<file path="src/rtl/alu_pkg.sv">
// Shared ALU definitions: opcodes, shifter modes, request bundle and the
// per-opcode flag-update mask used by the issue controller.
package alu_pkg;

  localparam logic [2:0] OP_ADD    = 3'b000;
  localparam logic [2:0] OP_SUB    = 3'b001;
  localparam logic [2:0] OP_XOR    = 3'b010;
  localparam logic [2:0] OP_RED    = 3'b011;
  localparam logic [2:0] OP_SLL    = 3'b100;
  localparam logic [2:0] OP_SRA    = 3'b101;
  localparam logic [2:0] OP_ROR    = 3'b110;
  localparam logic [2:0] OP_PADDSB = 3'b111;

  localparam logic [1:0] MODE_LOGIC = 2'b00;
  localparam logic [1:0] MODE_ARITH = 2'b01;
  localparam logic [1:0] MODE_ROT   = 2'b10;
  localparam logic [1:0] MODE_RSVD  = 2'b11;

  typedef struct packed {
    logic [15:0] a;
    logic [15:0] b;
    logic [2:0]  op;
    logic [1:0]  mode;
  } alu_req_t;

  typedef enum logic {ST_IDLE, ST_FULL} rsp_state_e;

  // Returns {upd_z, upd_v, upd_n}.
  function automatic logic [2:0] flag_upd_mask(input logic [2:0] op);
    logic [2:0] m;
    m = 3'b000;
    case (op)
      OP_ADD, OP_SUB:                 m = 3'b111;
      OP_XOR, OP_SLL, OP_SRA, OP_ROR: m = 3'b100;
      default:                        m = 3'b000;
    endcase
    return m;
  endfunction

endpackage

</file>
<file path="src/rtl/alu_rr_arb2.sv">
// Two-input arbiter: round-robin pointer or fixed priority (req[0] highest).
// The pointer only advances when both requesters contend and a grant issues.
module alu_rr_arb2 #(
  parameter int PRIO_MODE = 0,
  parameter int RR_INIT   = 0
) (
  input  logic       clk,
  input  logic       rst_n,
  input  logic       en,
  input  logic [1:0] req,
  output logic [1:0] gnt
);

  localparam logic PTR_INIT = (RR_INIT != 0);

  logic ptr;
  logic conflict;

  assign conflict = &req;

  always_comb begin
    gnt = 2'b00;
    if (en) begin
      if (conflict) gnt = (PRIO_MODE == 1 || !ptr) ? 2'b01 : 2'b10;
      else          gnt = req;
    end
  end

  // Winner 0 hands the pointer to 1 and vice versa.
  always_ff @(posedge clk or negedge rst_n) begin
    if (!rst_n)              ptr <= PTR_INIT;
    else if (en && conflict) ptr <= gnt[0];
  end

endmodule

</file>
<file path="src/rtl/alu_issue_ctrl.sv">
// Shares one combinational 16-bit ALU between two valid/ready requesters,
// registers the result with backpressure and owns the Z/V/N flags.
// Define ALU_ISSUE_PERF_EN to add saturating grant/stall counters.
module alu_issue_ctrl
  import alu_pkg::*;
#(
  parameter int PRIO_MODE = 0,
  parameter int RR_INIT   = 0
) (
  input  logic        clk,
  input  logic        rst_n,
  input  logic        req0_valid,
  output logic        req0_ready,
  input  logic [15:0] req0_a,
  input  logic [15:0] req0_b,
  input  logic [2:0]  req0_op,
  input  logic [1:0]  req0_mode,
  input  logic        req0_setflags,
  input  logic        req1_valid,
  output logic        req1_ready,
  input  logic [15:0] req1_a,
  input  logic [15:0] req1_b,
  input  logic [2:0]  req1_op,
  input  logic [1:0]  req1_mode,
  output logic [15:0] alu_a,
  output logic [15:0] alu_b,
  output logic [2:0]  alu_op,
  output logic [1:0]  alu_mode,
  input  logic [15:0] alu_result,
  input  logic        alu_ovfl,
  input  logic        alu_zero,
  input  logic        alu_sign,
  output logic        rsp_valid,
  input  logic        rsp_ready,
  output logic        rsp_id,
  output logic [15:0] rsp_result,
  output logic        flag_z,
  output logic        flag_v,
  output logic        flag_n
`ifdef ALU_ISSUE_PERF_EN
  ,
  output logic [15:0] perf_gnt0,
  output logic [15:0] perf_gnt1,
  output logic [15:0] perf_stall
`endif
);

  rsp_state_e state_q, state_d;
  alu_req_t   req0_s, req1_s, sel_s, last_s;
  logic [1:0] gnt;
  logic       can_accept;
  logic       grant;
  logic [2:0] upd;

  assign req0_s = '{a: req0_a, b: req0_b, op: req0_op, mode: req0_mode};
  assign req1_s = '{a: req1_a, b: req1_b, op: req1_op, mode: req1_mode};

  assign can_accept = (state_q == ST_IDLE) || rsp_ready;
  assign grant      = |gnt;
  assign req0_ready = gnt[0];
  assign req1_ready = gnt[1];
  assign rsp_valid  = (state_q == ST_FULL);

  alu_rr_arb2 #(.PRIO_MODE(PRIO_MODE), .RR_INIT(RR_INIT)) u_arb (
    .clk   (clk),
    .rst_n (rst_n),
    .en    (can_accept),
    .req   ({req1_valid, req0_valid}),
    .gnt   (gnt)
  );

  // Idle ALU inputs park on the last granted operation.
  always_comb begin
    sel_s = last_s;
    if (gnt[0])      sel_s = req0_s;
    else if (gnt[1]) sel_s = req1_s;
  end

  assign alu_a    = sel_s.a;
  assign alu_b    = sel_s.b;
  assign alu_op   = sel_s.op;
  assign alu_mode = sel_s.mode;

  always_ff @(posedge clk or negedge rst_n) begin
    if (!rst_n) last_s <= '0;
    else        last_s <= sel_s;
  end

  always_ff @(posedge clk or negedge rst_n) begin
    if (!rst_n) state_q <= ST_IDLE;
    else        state_q <= state_d;
  end

  always_comb begin
    state_d = state_q;
    case (state_q)
      ST_IDLE: if (grant) state_d = ST_FULL;
      ST_FULL: if (rsp_ready && !grant) state_d = ST_IDLE;
      default: state_d = ST_IDLE;
    endcase
  end

  always_ff @(posedge clk or negedge rst_n) begin
    if (!rst_n) begin
      rsp_id     <= 1'b0;
      rsp_result <= '0;
    end else if (grant) begin
      rsp_id     <= gnt[1];
      rsp_result <= alu_result;
    end
  end

  // Only execute-stage ops with setflags may touch the architectural flags.
  assign upd = (gnt[0] && req0_setflags) ? flag_upd_mask(req0_op) : 3'b000;

  always_ff @(posedge clk or negedge rst_n) begin
    if (!rst_n) begin
      flag_z <= 1'b0;
      flag_v <= 1'b0;
      flag_n <= 1'b0;
    end else begin
      if (upd[2]) flag_z <= alu_zero;
      if (upd[1]) flag_v <= alu_ovfl;
      if (upd[0]) flag_n <= alu_sign;
    end
  end

`ifdef ALU_ISSUE_PERF_EN
  logic stall;
  assign stall = (req0_valid || req1_valid) && !grant;

  always_ff @(posedge clk or negedge rst_n) begin
    if (!rst_n) begin
      perf_gnt0  <= '0;
      perf_gnt1  <= '0;
      perf_stall <= '0;
    end else begin
      if (gnt[0] && perf_gnt0  != 16'hFFFF) perf_gnt0  <= perf_gnt0 + 16'd1;
      if (gnt[1] && perf_gnt1  != 16'hFFFF) perf_gnt1  <= perf_gnt1 + 16'd1;
      if (stall  && perf_stall != 16'hFFFF) perf_stall <= perf_stall + 16'd1;
    end
  end
`endif

endmodule

</file>
<file path="config.mk">
export PLATFORM = sky130hd
export DESIGN_NAME = alu_issue_ctrl
export DESIGN_NICKNAME = d
export VERILOG_FILES = /design/src/rtl/alu_pkg.sv /design/src/rtl/alu_rr_arb2.sv /design/src/rtl/alu_issue_ctrl.sv
export SDC_FILE = /design/constraint.sdc
export NUM_CORES = 1
export LEC_CHECK = 0
export CORE_ASPECT_RATIO = 0.75
export CORE_UTILIZATION = 40
export CTS_CLUSTER_SIZE = 28
export DETAILED_ROUTE_END_ITERATION = 10
export GPL_TIMING_DRIVEN = 0
export HOLD_SLACK_MARGIN = 0.05
export PLACE_DENSITY = 0.8
export SLEW_MARGIN = 10
export SYNTH_ARGS = -nofsm -noshare
export SYNTH_HDL_FRONTEND = slang
export SYNTH_SLANG_ARGS = --single-unit
</file>
<file path="constraint.sdc">
create_clock -name clk -period 1.7 [get_ports clk]
set_input_delay 0.34 -clock clk [delete_from_list [all_inputs] [get_ports clk]]
set_output_delay 0.34 -clock clk [all_outputs]
set_load 0.02 [all_outputs]
</file>
==> run metrics, run 1 <==
CTS Sinks=59; EDFF count, synth=0; global placer's final weighted congestion=0.841; status=stopped before the end; CTS buffer count=9; Fail Step=4_1_cts; Starting Density=42.1%; post-synthesis cell area=0.00314 sq mm; Clock Tree Root=clkbuf_8; CTS max path bufs=2; hold buffers post-CTS=0; top_reg_cell synth=dfrtp_1; H-tree Lvls=3; Cells after Synth=291; synthesis warning total=0; pre-CTS WS=-1.16 ns; Synth Register Bits=59; syn avg cell area=10.8 sq um; Mapped Nets=390; setup bufs post-CTS=28; Die Span X=104 um; dpl cell area=0.00583 sq mm; Synth async-reset ratio=100%; cts repair resizes=357; Port Buffers=157; Seq/Total Area, Yosys=47.0%; Error=[ERROR DPL-0033] detailed placement checks failed during check placement.; row count=27; IO Pins=159; distinct cell type count of the synthesized netlist=28; Chip Height=78.7 um; HPWL Detailed=8.33 mm
## kinds of logic after synthesis
logic type | synth area share (%)
AND/OR/NAND/NOR | 18.4
flip-flops | 47.0
AO/OA/AOI/OAI | 16.6
buffers and inverters | 9.72
multiplexers | 8.01
XOR/XNOR | 0.279
## cell usage after synthesis, types with 2 or more instances
| cell type | count | share of area, % |
|---|---|---|
| dfrtp_1 | 59 | 47 |
| nand4_1 | 39 | 7.8 |
| a31oi_1 | 37 | 7.4 |
| nor4_1 | 37 | 7.4 |
| o31ai_1 | 37 | 8.8 |
| buf_2 | 13 | 2.1 |
| buf_4 | 11 | 2.6 |
| buf_6 | 10 | 3.6 |
| mux2_4 | 10 | 4.8 |
| clkbuf_1 | 8 | 0.96 |
| mux2_2 | 8 | 2.9 |
| nand2b_1 | 3 | 0.60 |
| inv_2 | 2 | 0.24 |
| nand2_1 | 2 | 0.24 |
| nand3_1 | 2 | 0.32 |
## through the flow
stage	utilization [%]	instances	hold WS, ns
floorplan	-	291	0.0444
global placement	78.1	549	0.475
detailed placement	78.1	549	0.469
==> inputs of run 2 (changes only) <==
Settings changed: CORE_ASPECT_RATIO 0.75 to unset, CORE_UTILIZATION 40 to 35, CTS_CLUSTER_SIZE 28 to unset, HOLD_SLACK_MARGIN 0.05 to unset, PLACE_DENSITY 0.8 to unset, PLACE_DENSITY_LB_ADDON set to 0.15.
==> run 2 against run 1 <==
Effect of this change: the flow now finishes, with violations (setup timing); synthesized area did not move; synthesized cell count did not move.
==> run metrics, run 2 <==
status=complete, but fails checks (was stopped before the end); violated checks=setup timing; vias in the first global route=3704; final wirelength=14.2 mm; Chip Height=96.7 um (was 78.7 um); max reg flops=37; crit start category=flop; final worst setup slack=-0.535 ns; Top Metal Used=met4; combinational power share=57.5%; Setup CP Type=reg2out; Filler Cell Count=405; clk_lat worst skew=0.36 ns; maxcap violations=0; most frequent cells in the layout=clkdlybuf4s50_1, dfrtp_1, nand4_1, buf_6; leak pwr=2.68 nW; share of cells above drive strength 1=55.4%; top area cells in the synthesized netlist=dfrtp_1, o31ai_1, nand4_1 (unchanged); highest clock rate=0.447 GHz; distinct cell type count of the synthesized netlist=28 (unchanged); unrepaired setup endpoints after global routing=yes; EDFF count, synth=0 (unchanged); skew final=0.00719 ns; Die Span X=96.7 um (was 104 um); initial antenna violation count=0; Port Buffers=157 (unchanged); CTS tree=done; Crit. End Element=output port; Hold Slack=0.0532 ns; met2 routed WL=7.60 mm; syn avg cell area=10.8 sq um (unchanged); WL per Instance=23.5 um; Mapped Nets=390 (unchanged); Core ar.=0.00872 sq mm; HPWL Detailed=8.06 mm (was 8.33 mm); largest net degree at the start of global routing=60; r2r setup slk=0 ns; Post-route DRC=0; PwrDens=1150 mW/mm^2; Required @ worst endpoint=1.36 ns; layout net count=592; Sw Ratio=40.0%; number of diodes=0; IO Pins=159 (unchanged); Clock Tree Root=clkbuf_8 (unchanged); routed vias/inst=5.91; CTS max path bufs=2 (unchanged); Yosys top cell by area=dfrtp_1 (unchanged); Seq/Total Area, Yosys=47.0% (unchanged); GRT overflow=0; Final Hold Fails=0; via count=3584; crit path DAT=1.90 ns; top_reg_cell synth=dfrtp_1 (unchanged); pre-CTS WS=-1.24 ns (was -1.16 ns); met3 routed WL=613 um; global placer's final weighted congestion=0.761 (was 0.841); CTS buffer count=9 (unchanged); slew at the pin closest to its max-slew limit=0.798 ns; Synth async-reset ratio=100% (unchanged); P&R area growth vs syn=138%; Final setup viols=39; row count=34 (was 27); min cycle time layout=2.24 ns; max_slew headroom=46.8%; Worst Hold Class=in2async; top cells by count, synth=dfrtp_1, nand4_1, a31oi_1, nor4_1, o31ai_1 (unchanged); sequential power share=24.8%; Worst VDD drop=0.000698 V; Max Transition Viols Final=0; CTS Sinks=59 (unchanged); synthesis warning total=0 (unchanged); H-tree Lvls=3 (unchanged); CTS clk-pin slew, worst paths=0.08 ns; Largest regs=last_s: 37 flops, rsp_result: 16 flops; post-synthesis cell area=0.00314 sq mm (unchanged); GRT Resource Usage Total=29.2%; most frequent cell after synthesis=dfrtp_1 (unchanged); Cells after Synth=291 (unchanged); Die ar.=0.00936 sq mm; sw power=3.44 mW; Pre-antenna DRT Iters=4; Pint=5.16 mW; crit path max fanout=5; first-pass GRT wire length=21.5 mm; Largest Register=last_s; Synth Register Bits=59 (unchanged); Final period util=131%; met1 wire length=5.73 mm; most common cell after layout, fill and taps aside=clkdlybuf4s50_1; area share of the largest cell type after synthesis=47.0% (unchanged); starting DRC count in detailed routing=72; Routed Antenna Nets=0; Clk pwr share=17.7%; Starting Density=36.0% (was 42.1%)
-- run 2: cell counts after synthesis --
Identical to the previous run, type by type.
-- run 2: per-layer routing --
metal | up-vias | track usage, %
met4 | 0 | 8.38
met2 | 126 | 48.4
met5 | - | 0
met3 | 25 | 6.86
met1 | 1842 | 38.1
li1 | 1591 | -
-- run 2: final cells by class --
class,instances,area (sq um),area share [%]
Timing Repair Buffer,192,2020,27.1
Tap cell,108,135,1.81
Clock inverter,7,101,1.36
Multi-Input combinational cell,186,2940,39.4
Buffer,42,651,8.72
Sequential cell,59,1480,19.8
Inverter,3,16.3,0.218
Clock buffer,9,124,1.66
-- run 2: what timing repair did --
action / 4_1_cts / 5_1_grt
resized for setup: 352 / 57
setup buffers: 12 / 18
setup endpoints to repair: 45 / 45
pin swaps: 53 / 35
hold buffers: 0 / 0
gates cloned: 4 / 3
-- run 2: worst max-delay path, stage by stage, from the launching register on --
cell	delay, ns
dfrtp_2	0.42
nor2b_4	0.16
buf_4	0.17
buf_4	0.15
buf_16	0.14
o31ai_4	0.23
a31oi_4	0.13
buf_6	0.15
-- run 2: through the flow --
stage | power, mW | instance area, sq um | std cells | utilization, % | TNS, ns
3_3_place_gp | 5.68 | 5840 | 556 | 67.0 | -159.83
5_1_grt | 8.90 | 7460 | 606 | 85.6 | -19.80
4_1_cts | 8.07 | 7030 | 588 | 80.7 | -17.28
3_5_place_dp | 5.73 | 5840 | 556 | 67.0 | -57.49
6_report | 8.60 | 7460 | 606 | 85.6 | -17.72
2_1_floorplan | 4.34 | 4140 | 291 | - | -0.651
-- run 2: power groups by stage --
stage | sequential (mW) | combinational [mW] | clock (mW)
floorplan | 2.10 | 2.23 | 0
global placement | 2.01 | 3.67 | 0
detailed placement | 2.02 | 3.70 | 0
CTS | 2.10 | 4.45 | 1.52
global route | 2.16 | 5.14 | 1.60
finish | 2.13 | 4.95 | 1.52
-- run 2: cell families after synthesis --
logic type	synth area share, %
flip-flops	47.0
AND/OR/NAND/NOR	18.4
XOR/XNOR	0.279
multiplexers	8.01
buffers and inverters	9.72
AO/OA/AOI/OAI	16.6
-- run 2: final timing paths --
| path | start | endpoint | depth (start not counted) |
|---|---|---|---|
| max reg2reg | rsp_valid | last_s[28] | 8 |
| min reg2reg | flag_v | flag_v | 1 |
| max in group asynchronous | rst_n | u_arb.ptr | 1 |
| max | rsp_valid | alu_op[0] | 7 |
| min | rst_n | last_s[32] | 1 |
| min in group clk | req0_valid | rsp_valid | 3 |
No activity file was read; power rests on OpenSTA's default activity.
